[config.mk]
export PLATFORM = sky130hd
export DESIGN_NAME = spi_slave_ctrl_flat
export DESIGN_NICKNAME = d
export VERILOG_FILES = /design/src/rtl/spi_ram_pkg.sv /design/src/rtl/spi_slave_ctrl_if.sv /design/src/rtl/spi_shift_reg.sv /design/src/rtl/spi_slave_ctrl.sv /design/src/flat_wrapper.sv
export SDC_FILE = /design/constraint.sdc
export NUM_CORES = 1
export LEC_CHECK = 0
export CAP_MARGIN = 20
export CORE_MARGIN = 4
export CORE_UTILIZATION = 59
export DETAILED_ROUTE_END_ITERATION = 10
export DONT_BUFFER_PORTS = 1
export HOLD_SLACK_MARGIN = 0.15
export MAX_ROUTING_LAYER = met4
export PLACE_DENSITY = 0.75
export SYNTH_ARGS = -nofsm -noshare
export SYNTH_HDL_FRONTEND = slang
export SYNTH_SLANG_ARGS = --single-unit
export TNS_END_PERCENT = 1
[constraint.sdc]
create_clock -name clk -period 1.9 [get_ports clk]
set_input_delay 0.38 -clock clk [delete_from_list [all_inputs] [get_ports clk]]
set_output_delay 0.38 -clock clk [all_outputs]
set_load 0.01 [all_outputs]
[src/rtl/spi_ram_pkg.sv]
`default_nettype none
// ============================================================================
// Module      : spi_ram_pkg
// Description : Shared opcodes, FSM state encoding and width default for the
//               SPI-to-RAM serial front end.
// Revision    : 1.0 - initial release
// ============================================================================
package spi_ram_pkg;

    localparam int SPI_ADDR_W = 8;

    // Frame opcodes carried in the two MSBs of every command word
    localparam logic [1:0] OP_WR_ADDR = 2'b00;
    localparam logic [1:0] OP_WR_DATA = 2'b01;
    localparam logic [1:0] OP_RD_ADDR = 2'b10;
    localparam logic [1:0] OP_RD_DATA = 2'b11;

    typedef enum logic [2:0] {
        ST_IDLE      = 3'd0,
        ST_CHK_CMD   = 3'd1,
        ST_WRITE     = 3'd2,
        ST_READ_ADD  = 3'd3,
        ST_READ_DATA = 3'd4,
        ST_SEND      = 3'd5
    } state_t;

endpackage
`default_nettype wire

[src/rtl/spi_slave_ctrl_if.sv]
`default_nettype none
// ============================================================================
// Module      : spi_slave_ctrl_if
// Description : SPI pins plus the RAM-side receive/transmit handshake.
// Revision    : 1.0 - initial release
// ============================================================================
interface spi_slave_ctrl_if
    import spi_ram_pkg::*;
#(
    parameter int ADDR_W = SPI_ADDR_W
);
    logic              ss_n;
    logic              mosi;
    logic              miso;
    logic [ADDR_W+1:0] rx_data;
    logic              rx_valid;
    logic [ADDR_W-1:0] tx_data;
    logic              tx_valid;
    logic              busy;

    modport slave (
        input  ss_n, mosi, tx_data, tx_valid,
        output miso, rx_data, rx_valid, busy
    );

    modport master (
        output ss_n, mosi, tx_data, tx_valid,
        input  miso, rx_data, rx_valid, busy
    );
endinterface
`default_nettype wire

[src/rtl/spi_shift_reg.sv]
`default_nettype none
// ============================================================================
// Module      : spi_shift_reg
// Description : MSB-first serial-in/serial-out shifter with clear and load.
// Revision    : 1.0 - initial release
// ============================================================================
module spi_shift_reg #(
    parameter int WIDTH = 8
) (
    input  logic             clk,
    input  logic             rst_n,
    input  logic             clr_i,
    input  logic             load_i,
    input  logic             shift_en_i,
    input  logic             sin_i,
    input  logic [WIDTH-1:0] din_i,
    output logic [WIDTH-1:0] q_o,
    output logic             sout_o
);
    logic [WIDTH-1:0] sr_q;

    // Clear dominates load, load dominates shift
    always_ff @(posedge clk or negedge rst_n) begin
        if (!rst_n) begin
            sr_q <= '0;
        end else if (clr_i) begin
            sr_q <= '0;
        end else if (load_i) begin
            sr_q <= din_i;
        end else if (shift_en_i) begin
            sr_q <= {sr_q[WIDTH-2:0], sin_i};
        end
    end

    assign q_o    = sr_q;
    assign sout_o = sr_q[WIDTH-1];
endmodule
`default_nettype wire

[src/rtl/spi_slave_ctrl.sv]
`default_nettype none
// ============================================================================
// Module      : spi_slave_ctrl
// Description : SPI slave sequencer: deserialises command frames for the RAM
//               and serialises read data back on MISO.
// Revision    : 1.0 - initial release
// ============================================================================
module spi_slave_ctrl
    import spi_ram_pkg::*;
#(
    parameter int ADDR_W = SPI_ADDR_W,
    parameter int CNT_W  = 4
) (
    input  logic                   clk,
    input  logic                   rst_n,
    spi_slave_ctrl_if.slave        bus
);
    localparam int               FRAME_W      = ADDR_W + 2;
    localparam logic [CNT_W-1:0] C_LAST_BIT   = CNT_W'(FRAME_W - 1);
    localparam logic [CNT_W-1:0] C_FRAME_DONE = CNT_W'(FRAME_W);
    localparam logic [CNT_W-1:0] C_ONE        = CNT_W'(1);

    state_t             state_q, state_d;
    logic [CNT_W-1:0]   cnt_q, cnt_d;
    logic               addr_rcvd_q, addr_rcvd_d;
    logic [FRAME_W-1:0] rx_data_q, rx_data_d;
    logic               rx_valid_q, rx_valid_d;
    logic               busy_q;

    logic               w_rx_clr, w_rx_shift;
    logic               w_tx_clr, w_tx_load, w_tx_shift;
    logic [FRAME_W-1:0] w_rx_q;
    logic               w_rx_sout;
    logic [ADDR_W-1:0]  w_tx_q;
    logic               w_tx_sout;
    logic [FRAME_W-1:0] w_frame;
    logic [1:0]         w_op;
    logic               w_unused;

    // The frame is complete on the edge that samples its last bit
    assign w_frame  = {w_rx_q[FRAME_W-2:0], bus.mosi};
    assign w_op     = w_frame[FRAME_W-1 -: 2];
    assign w_unused = &{1'b0, w_rx_sout, w_rx_q[FRAME_W-1], w_tx_q};

    always_comb begin
        state_d     = state_q;
        cnt_d       = cnt_q;
        addr_rcvd_d = addr_rcvd_q;
        rx_data_d   = rx_data_q;
        rx_valid_d  = 1'b0;
        w_rx_clr    = 1'b0;
        w_rx_shift  = 1'b0;
        w_tx_clr    = 1'b0;
        w_tx_load   = 1'b0;
        w_tx_shift  = 1'b0;

        if (state_q != ST_IDLE && bus.ss_n) begin
            state_d  = ST_IDLE;
            cnt_d    = '0;
            w_rx_clr = 1'b1;
            w_tx_clr = 1'b1;
        end else begin
            case (state_q)
                ST_IDLE: begin
                    w_rx_clr = 1'b1;
                    w_tx_clr = 1'b1;
                    cnt_d    = '0;
                    if (!bus.ss_n) begin
                        state_d = ST_CHK_CMD;
                    end
                end
                ST_CHK_CMD: begin
                    w_rx_shift = 1'b1;
                    cnt_d      = C_ONE;
                    if (!bus.mosi) begin
                        state_d = ST_WRITE;
                    end else if (addr_rcvd_q) begin
                        state_d = ST_READ_DATA;
                    end else begin
                        state_d = ST_READ_ADD;
                    end
                end
                ST_WRITE, ST_READ_ADD, ST_READ_DATA: begin
                    if (cnt_q < C_FRAME_DONE) begin
                        w_rx_shift = 1'b1;
                        cnt_d      = cnt_q + C_ONE;
                        if (cnt_q == C_LAST_BIT) begin
                            rx_data_d  = w_frame;
                            rx_valid_d = 1'b1;
                            if (w_op == OP_RD_ADDR) begin
                                addr_rcvd_d = 1'b1;
                            end else if (w_op == OP_RD_DATA) begin
                                addr_rcvd_d = 1'b0;
                            end
                            // Only a read-data frame after a loaded address returns data
                            if (state_q == ST_READ_DATA && w_op == OP_RD_DATA) begin
                                state_d = ST_SEND;
                                cnt_d   = '0;
                            end
                        end
                    end
                end
                ST_SEND: begin
                    // cnt_q doubles as the "read data captured" flag here
                    if (cnt_q == '0) begin
                        if (bus.tx_valid) begin
                            w_tx_load = 1'b1;
                            cnt_d     = C_ONE;
                        end
                    end else begin
                        w_tx_shift = 1'b1;
                    end
                end
                default: begin
                    state_d = ST_IDLE;
                end
            endcase
        end
    end

    always_ff @(posedge clk or negedge rst_n) begin
        if (!rst_n) begin
            state_q     <= ST_IDLE;
            cnt_q       <= '0;
            addr_rcvd_q <= 1'b0;
            rx_data_q   <= '0;
            rx_valid_q  <= 1'b0;
            busy_q      <= 1'b0;
        end else begin
            state_q     <= state_d;
            cnt_q       <= cnt_d;
            addr_rcvd_q <= addr_rcvd_d;
            rx_data_q   <= rx_data_d;
            rx_valid_q  <= rx_valid_d;
            busy_q      <= (state_d != ST_IDLE);
        end
    end

    spi_shift_reg #(.WIDTH(FRAME_W)) u_rx_shift (
        .clk        (clk),
        .rst_n      (rst_n),
        .clr_i      (w_rx_clr),
        .load_i     (1'b0),
        .shift_en_i (w_rx_shift),
        .sin_i      (bus.mosi),
        .din_i      ({FRAME_W{1'b0}}),
        .q_o        (w_rx_q),
        .sout_o     (w_rx_sout)
    );

    // Zeros shift in behind the data so MISO falls to 0 after the last bit
    spi_shift_reg #(.WIDTH(ADDR_W)) u_tx_shift (
        .clk        (clk),
        .rst_n      (rst_n),
        .clr_i      (w_tx_clr),
        .load_i     (w_tx_load),
        .shift_en_i (w_tx_shift),
        .sin_i      (1'b0),
        .din_i      (bus.tx_data),
        .q_o        (w_tx_q),
        .sout_o     (w_tx_sout)
    );

    assign bus.miso     = w_tx_sout;
    assign bus.rx_data  = rx_data_q;
    assign bus.rx_valid = rx_valid_q;
    assign bus.busy     = busy_q;
endmodule
`default_nettype wire

[src/flat_wrapper.sv]
// flat-port wrapper written by rule: the top's interface ports become plain ports
module spi_slave_ctrl_flat import spi_ram_pkg::*;
#(
    parameter int ADDR_W = SPI_ADDR_W,
    parameter int CNT_W  = 4
)
  (clk, rst_n, bus_ss_n, bus_mosi, bus_tx_data, bus_tx_valid, bus_miso, bus_rx_data, bus_rx_valid, bus_busy);
  spi_slave_ctrl_if #(.ADDR_W(ADDR_W)) bus_i ();
  input  logic clk;
  input  logic rst_n;
  input wire logic [$bits(bus_i.ss_n)-1:0] bus_ss_n;
  input wire logic [$bits(bus_i.mosi)-1:0] bus_mosi;
  input wire logic [$bits(bus_i.tx_data)-1:0] bus_tx_data;
  input wire logic [$bits(bus_i.tx_valid)-1:0] bus_tx_valid;
  output wire logic [$bits(bus_i.miso)-1:0] bus_miso;
  output wire logic [$bits(bus_i.rx_data)-1:0] bus_rx_data;
  output wire logic [$bits(bus_i.rx_valid)-1:0] bus_rx_valid;
  output wire logic [$bits(bus_i.busy)-1:0] bus_busy;
  assign bus_i.ss_n = bus_ss_n;
  assign bus_i.mosi = bus_mosi;
  assign bus_i.tx_data = bus_tx_data;
  assign bus_i.tx_valid = bus_tx_valid;
  assign bus_miso = bus_i.miso;
  assign bus_rx_data = bus_i.rx_data;
  assign bus_rx_valid = bus_i.rx_valid;
  assign bus_busy = bus_i.busy;
  spi_slave_ctrl #(.ADDR_W(ADDR_W), .CNT_W(CNT_W)) u_core (.clk(clk), .rst_n(rst_n), .bus(bus_i));
endmodule
==> results of run 1 <==
==> registers in the layout, summed over array words and instances, names as in the netlist <==
name	cells
u_core.bus.rx_data	10
u_core.u_rx_shift.q_o	9
u_core.u_tx_shift.q_o	8
u_core.cnt_q	4
u_core.state_q	3
u_core.addr_rcvd_q	1
u_core.bus.busy	1
u_core.bus.rx_valid	1
==> cells in the mapped netlist (3+ instances only) <==
library cell	instances
a21oi_1	6
buf_2	4
buf_4	3
dfrtp_1	37
ha_1	3
inv_1	8
mux2_1	9
mux2i_1	8
nand2_1	25
nand3_1	11
nor2_1	3
nor2b_1	3
nor3_1	6
o21ai_1	20
==> cell type report <==
cell class | instances | share of cell area, %
clock buffer | 5 | 1.924
tap | 31 | 1.988
clock inverter | 2 | 1.796
multi-input combinational | 115 | 40.22
sequential | 37 | 47.66
inverter | 10 | 1.924
timing repair buffer | 9 | 4.490
==> where the power goes <==
group | internal (mW) | switching (mW) | total [mW]
Sequential | 0.805 | 0.0323 | 0.838
Clock | 0.268 | 0.255 | 0.523
Combinational | 0.0641 | 0.0960 | 0.160
Total | 1.14 | 0.383 | 1.52
==> per-stage QoR <==
| stage | std cells | hold slack [ps] |
|---|---|---|
| floorplan | 171 | 84.41 |
| global placement | 198 | 85.36 |
| detailed placement | 198 | 85.48 |
| CTS | 209 | 154.8 |
| global route | 209 | 163.1 |
| finish | 209 | 162.4 |
==> what timing repair did <==
item                       CTS  global route
setup endpoints to repair    0            26
hold endpoints to repair    43             0
buffers inserted             0             0
hold buffers                 4             0
resized for setup            0             5
==> routing by layer <==
metal / share of wire (%) / vias to the layer above / global-route usage [%] / routed length [µm]
met5: 0 / - / - / 0
met4: 0.48 / 0 / 4.852 / 16
met3: 5.7 / 2 / 6.927 / 189
met2: 49 / 27 / 31.75 / 1641
li1: - / 607 / - / -
met1: 44 / 580 / 23.75 / 1472
==> cell families (layout without fill, tap and decap cells) <==
kind of cell	after synthesis	after routing	share of synthesized area [%]
compound gates	38	38	13.66
buf+inv	19	26	5.687
fa+ha+maj	3	3	2.081
simple gates	56	56	16.57
flops	37	37	51.32
mux	18	18	10.68
==> final timing paths <==
path | startpoint | end | slack [ps] | cells after the start
worst max-delay path | u_core.cnt_q[0] | u_core.cnt_q[0] | 140 | 6
worst min-delay path | bus_mosi | u_core.bus.rx_data[0] | 160 | 1
worst max register to register | u_core.cnt_q[0] | u_core.cnt_q[0] | 140 | 6
worst min register to register | u_core.u_tx_shift.q_o[4] | u_core.u_tx_shift.q_o[4] | 520 | 2
max in group asynchronous | rst_n | u_core.state_q[2] | 1220 | 2
min in group asynchronous | rst_n | u_core.cnt_q[3] | 470 | 2
==> metrics.md, run 1 <==
| Metric | Value |
|---|---|
| Outcome | completed |
| Final #Nets | 194 |
| Synth Net Count | 187 |
| Critical Path AT | 2050 ps |
| Total power | 1.521 mW |
| GRT overflow | 0 |
| Total Routing Usage GR | 19.67% |
| First-pass GRT wire length | 5975 µm |
| RSZ-0062 raised after global routing | false |
| Place WS | 124.3 ps |
| Yosys reg bits | 37 |
| CP Buf/Inv Count | 0 |
| Setup ws final | 137.9 ps |
| Min Tclk post-route | 1762 ps |
| TritonRoute pass-1 iters | 4 |
| Async SR Flop Fraction | 100.0% |
| FILL cells | 214 |
| Initial drt markers | 52 |
| Register Area | 929.6 µm² |
| Yosys top cell by area | dfrtp_1 |
| Vias per Instance | 5.818 |
| IO buf count | 0 |
| Syn_area_per_cell | 10.55 µm² |
| Worst Path Required | 2190 ps |
| Commonest non-fill, non-tap cells in the layout | dfrtp_1 (34), nand2_1 (25), o21ai_1 (20) |
| Clock sink count | 37 |
| Top Ports | 26 |
| Fmax | 0.5675 GHz |
| Share of cells above drive strength 1 | 15.73% |
| Largest net degree at the start of global routing | 38 |
| Slew Limit Headroom | 58.58% |
| Routability cong. | 0.8629 |
| Crit start category | flop |
| Slew Limit Fails | 0 |
| WL final | 3320 µm |
| Row count | 19 |
| Root buf cell | clkbuf_4 |
| Top-area cell type share of the netlist area | 51.32% |
| Final core utilization | 68.95% |
| CTS tree | built |
| Die W | 63.30 µm |
| Full die area | 4007 µm² |
| WL/cell | 15.89 µm |
| Sequential fraction of the synthesis area | 51.32% |
| Crit Path Max Fanout | 6 |
| Setup CP Type | flop to flop |
| Crit-path cells | ha_1 > nand2_1 > nor3_1 > or4_1 > a31oi_1 > mux2_2 |
| H-Tree Depth | 2 |
| Antenna Cells | 0 |
| Cells after Synth | 171 |
| CP top delay family | simple AND/OR/NAND/NOR gates |
| Bufs on Longest Clock Path | 2 |
| Yosys warning total | 0 |
| Number of synthesized flops with an enable pin | 0 |
| Setup violators final | 0 |
| Area Growth Syn to Fin | 8.114% |
| Synth Flop Type | dfrtp_1 |
| Hold WC Path Type | input pin to flop |
| Number of global-route vias before repair | 1234 |
| Commonest non-fill, non-tap cell in the layout | dfrtp_1 |
| Final setup TNS | 0 ps |
| Post-DRT Antenna Nets | 0 |
| Power Density | 779.7 nW/µm² |
| Cell Area, Synth | 1804 µm² |
| Post-DP HPWL | 2234 µm |
| Tcrit/Tclk final | 92.74% |
| Area contributors post-synth | dfrtp_1 (51%), mux2_1 (5.6%), o21ai_1 (5.5%), nand2_1 (5.2%), mux2i_1 (4.4%) |
| Cell variety after synth | 34 |
| DRC | 0 |
| CP max stage cell | dfrtp_2 |
| Fin area | 1951 µm² |
| Die H | 63.30 µm |
| VDD IR max | 0.0006870 V |
| Clk_skew | 19.19 ps |
| Area of the multi-input gates | 784.5 µm² |
| Via count | 1216 |
| Worst-Margin Slew | 620.6 ps |
| Initial antenna violation count | 0 |
| Clock latency on the worst-skew pair | 340 ps |
| Area after DPL | 1815 µm² |
| Max incr delay on CP | 470 ps |
| Core box area | 2829 µm² |
| Initial Util | 63.78% |
| CTS Buf Count | 5 |
| Final hold violation count | 0 |
| CP Capture Type | flop |
| Leakage | 0.9365 nW |
| Worst-path clk slew | 130 ps |
| Max-cap viol count | 0 |
No activity file was read; power rests on OpenSTA's default activity.
==> run 2: changes to the inputs <==
- SYNTH_HIERARCHICAL: not set -> 1
==> metrics.md, run 2 <==
| Metric | Value |
|---|---|
| Clk_skew | 14.52 ps (was 19.19 ps) |
| Hold WC Path Type | input pin to flop (unchanged) |
| Full die area | 4244 µm² (was 4007 µm²) |
| Row count | 20 (was 19) |
| Fmax | 0.5246 GHz (was 0.5675 GHz) |
| Die H | 65.15 µm (was 63.30 µm) |
| Hold Path End | u_core/bus.rx_data[0] (was u_core.bus.rx_data[0]) |
| Total power | 1.595 mW (was 1.521 mW) |
| Cells after Synth | 172 (was 171) |
| Crit-path cells | or3b_4 > a2111oi_4 > buf_4 > mux2_2 (was ha_1 > nand2_1 > nor3_1 > or4_1 > a31oi_1 > mux2_2) |
| Max incr delay on CP | 420 ps (was 470 ps) |
| Bufs on Longest Clock Path | 2 (unchanged) |
| Tcrit/Tclk final | 100.3% (was 92.74%) |
| CP Capture Type | flop (unchanged) |
| CP top delay family | flip-flops (was simple AND/OR/NAND/NOR gates) |
| R2r setup slk | -6 ps (was 140 ps) |
| Post-route insts no fill | 239 (was 209) |
| Min Tclk post-route | 1906 ps (was 1762 ps) |
| Syn_area_per_cell | 11.20 µm² (was 10.55 µm²) |
| CTS tree | built (unchanged) |
| Root buf cell | clkbuf_4 (unchanged) |
| Worst Hold Launch | bus_mosi (unchanged) |
| DRC | 0 (unchanged) |
| Crit start category | flop (unchanged) |
| Number of global-route vias before repair | 1415 (was 1234) |
| Commonest non-fill, non-tap cell in the layout | dfrtp_1 (unchanged) |
| VDD IR max | 0.0004366 V (was 0.0006870 V) |
| Worst Path Required | 2130 ps (was 2190 ps) |
| Commonest non-fill, non-tap cells in the layout | dfrtp_1 (36), nor2b_1 (19), mux2i_1 (17) (was dfrtp_1 (34), nand2_1 (25), o21ai_1 (20)) |
| Placed Cells incl. Taps | 227 (was 198) |
| Worst hold path stage count | 1 (unchanged) |
| Core box area | 3078 µm² (was 2829 µm²) |
| Critical Path AT | 2130 ps (was 2050 ps) |
| Top Ports | 26 (unchanged) |
| Post-DRT Antenna Nets | 0 (unchanged) |
| First-pass GRT wire length | 6748 µm (was 5975 µm) |
| Yosys warning total | 6 (was 0) |
| Worst hold margin | 207.2 ps (was 162.4 ps) |
| Antenna Cells | 0 (unchanged) |
| Slew Limit Headroom | 62.67% (was 58.58%) |
| Crit Path Max Fanout | 6 (unchanged) |
| Max-cap viol count | 0 (unchanged) |
| Worst-path clk slew | 120 ps (was 130 ps) |
| Post-DP HPWL | 2758 µm (was 2234 µm) |
| WL/cell | 17.13 µm (was 15.89 µm) |
| Setup violators final | 1 (was 0) |
| Slew Limit Fails | 0 (unchanged) |
| Clock sink count | 37 (unchanged) |
| R2r worst-path depth | 4 (was 6) |
| R2r startpoint | u_core/state_q[0] (was u_core.cnt_q[0]) |
| RSZ-0062 raised after global routing | true (was false) |
| Share of cells above drive strength 1 | 24.10% (was 15.73%) |
| Leakage | 0.9471 nW (was 0.9365 nW) |
| Cell Area, Synth | 1927 µm² (was 1804 µm²) |
| Area Growth Syn to Fin | 14.48% (was 8.114%) |
| Max reg flops | 10 (unchanged) |
| Largest net degree at the start of global routing | 38 (unchanged) |
| Initial antenna violation count | 0 (unchanged) |
| CP max stage cell | dfrtp_1 (was dfrtp_2) |
| Fin area | 2206 µm² (was 1951 µm²) |
| CP Buf/Inv Count | 1 (was 0) |
| Final #Nets | 211 (was 194) |
| Total Routing Usage GR | 21.74% (was 19.67%) |
| Initial Util | 62.60% (was 63.78%) |
| Setup ws final | -6.092 ps (was 137.9 ps) |
| FILL cells | 237 (was 214) |
| Vias per Instance | 5.649 (was 5.818) |
| Reg-to-reg endpoint | u_core/bus.rx_data[5] (was u_core.cnt_q[0]) |
| Via count | 1350 (was 1216) |
| H-Tree Depth | 2 (unchanged) |
| CTS Buf Count | 5 (unchanged) |
| Routability cong. | 0.8623 (was 0.8629) |
| Final hold violation count | 0 (unchanged) |
| Initial drt markers | 72 (was 52) |
| IO buf count | 0 (unchanged) |
| Setup CP Type | flop to flop (unchanged) |
| Outcome | finished with violations (was completed) |
| Failing checks | negative setup slack |
| Clock latency on the worst-skew pair | 350 ps (was 340 ps) |
| Power Density | 723.1 nW/µm² (was 779.7 nW/µm²) |
| TritonRoute pass-1 iters | 4 (unchanged) |
| Area after DPL | 2038 µm² (was 1815 µm²) |
| GRT overflow | 0 (unchanged) |
| WL final | 4093 µm (was 3320 µm) |
| Worst-Margin Slew | 545.9 ps (was 620.6 ps) |
| Die W | 65.15 µm (was 63.30 µm) |
[run 2: metrics by stage]
stage / TNS [ps] / utilization [%] / worst slack, ps
floorplan: 0 / - / 21.06
global placement: 0 / 66.22 / 61.59
detailed placement: 0 / 66.22 / 16.54
CTS: 0 / 69.55 / 1.307
global route: -522.0 / 71.67 / -48.59
finish: -6.092 / 71.67 / -6.092
[run 2: what timing repair did]
item                                   4_1_cts  5_1_grt
gates cloned                                 0        1
endpoints found under the hold margin       41        0
setup buffers                                1        0
setup endpoints to repair                    1       23
pin swaps                                    0        1
hold buffers                                 3        0
gates resized for setup                      0       15
[run 2: where the power goes]
part,switching [mW],total [mW],internal (mW)
Clock,0.253,0.428,0.175
Sequential,0.0364,0.859,0.822
Combinational,0.169,0.308,0.140
[run 2: worst reg2reg max path, cell delays in order (launching register included)]
cell and delay (ps):
dfrtp_1 420, or3b_4 410, a2111oi_4 400, buf_4 220, mux2_2 340
[run 2: final cells by class]
type	count	area [µm²]	area share [%]
sequential	37	927.1	42.03
tap	44	55.05	2.496
inverter	7	26.28	1.191
multi-input combinational	129	1005	45.55
clock buffer	7	55.05	2.496
timing repair buffer	15	137.6	6.239
[run 2: layer usage]
metal | wire length, µm | global-route usage [%] | vias to the layer above
li1 | - | - | 659
met1 | 1778 | 26.60 | 657
met4 | 45 | 5.699 | 0
met5 | 0 | - | -
met2 | 2077 | 35.38 | 28
met3 | 192 | 6.667 | 6
[run 2: how the worst max path moves through the flow]
stage	startpoint	slack, ps	end	depth (start not counted)
after global routing	u_core/state_q[0]	-50	u_core/bus.rx_data[0]	4
after detailed placement	u_core/state_q[1]	20	u_core/bus.rx_data[0]	4
after floorplan	u_core/state_q[0]	20	u_core/bus.rx_data[0]	4
final	u_core/state_q[0]	-6	u_core/bus.rx_data[5]	4
after global placement	u_core/state_q[1]	60	u_core/bus.rx_data[2]	4
after CTS	u_core/state_q[0]	1	u_core/u_rx_shift/q_o[5]	8
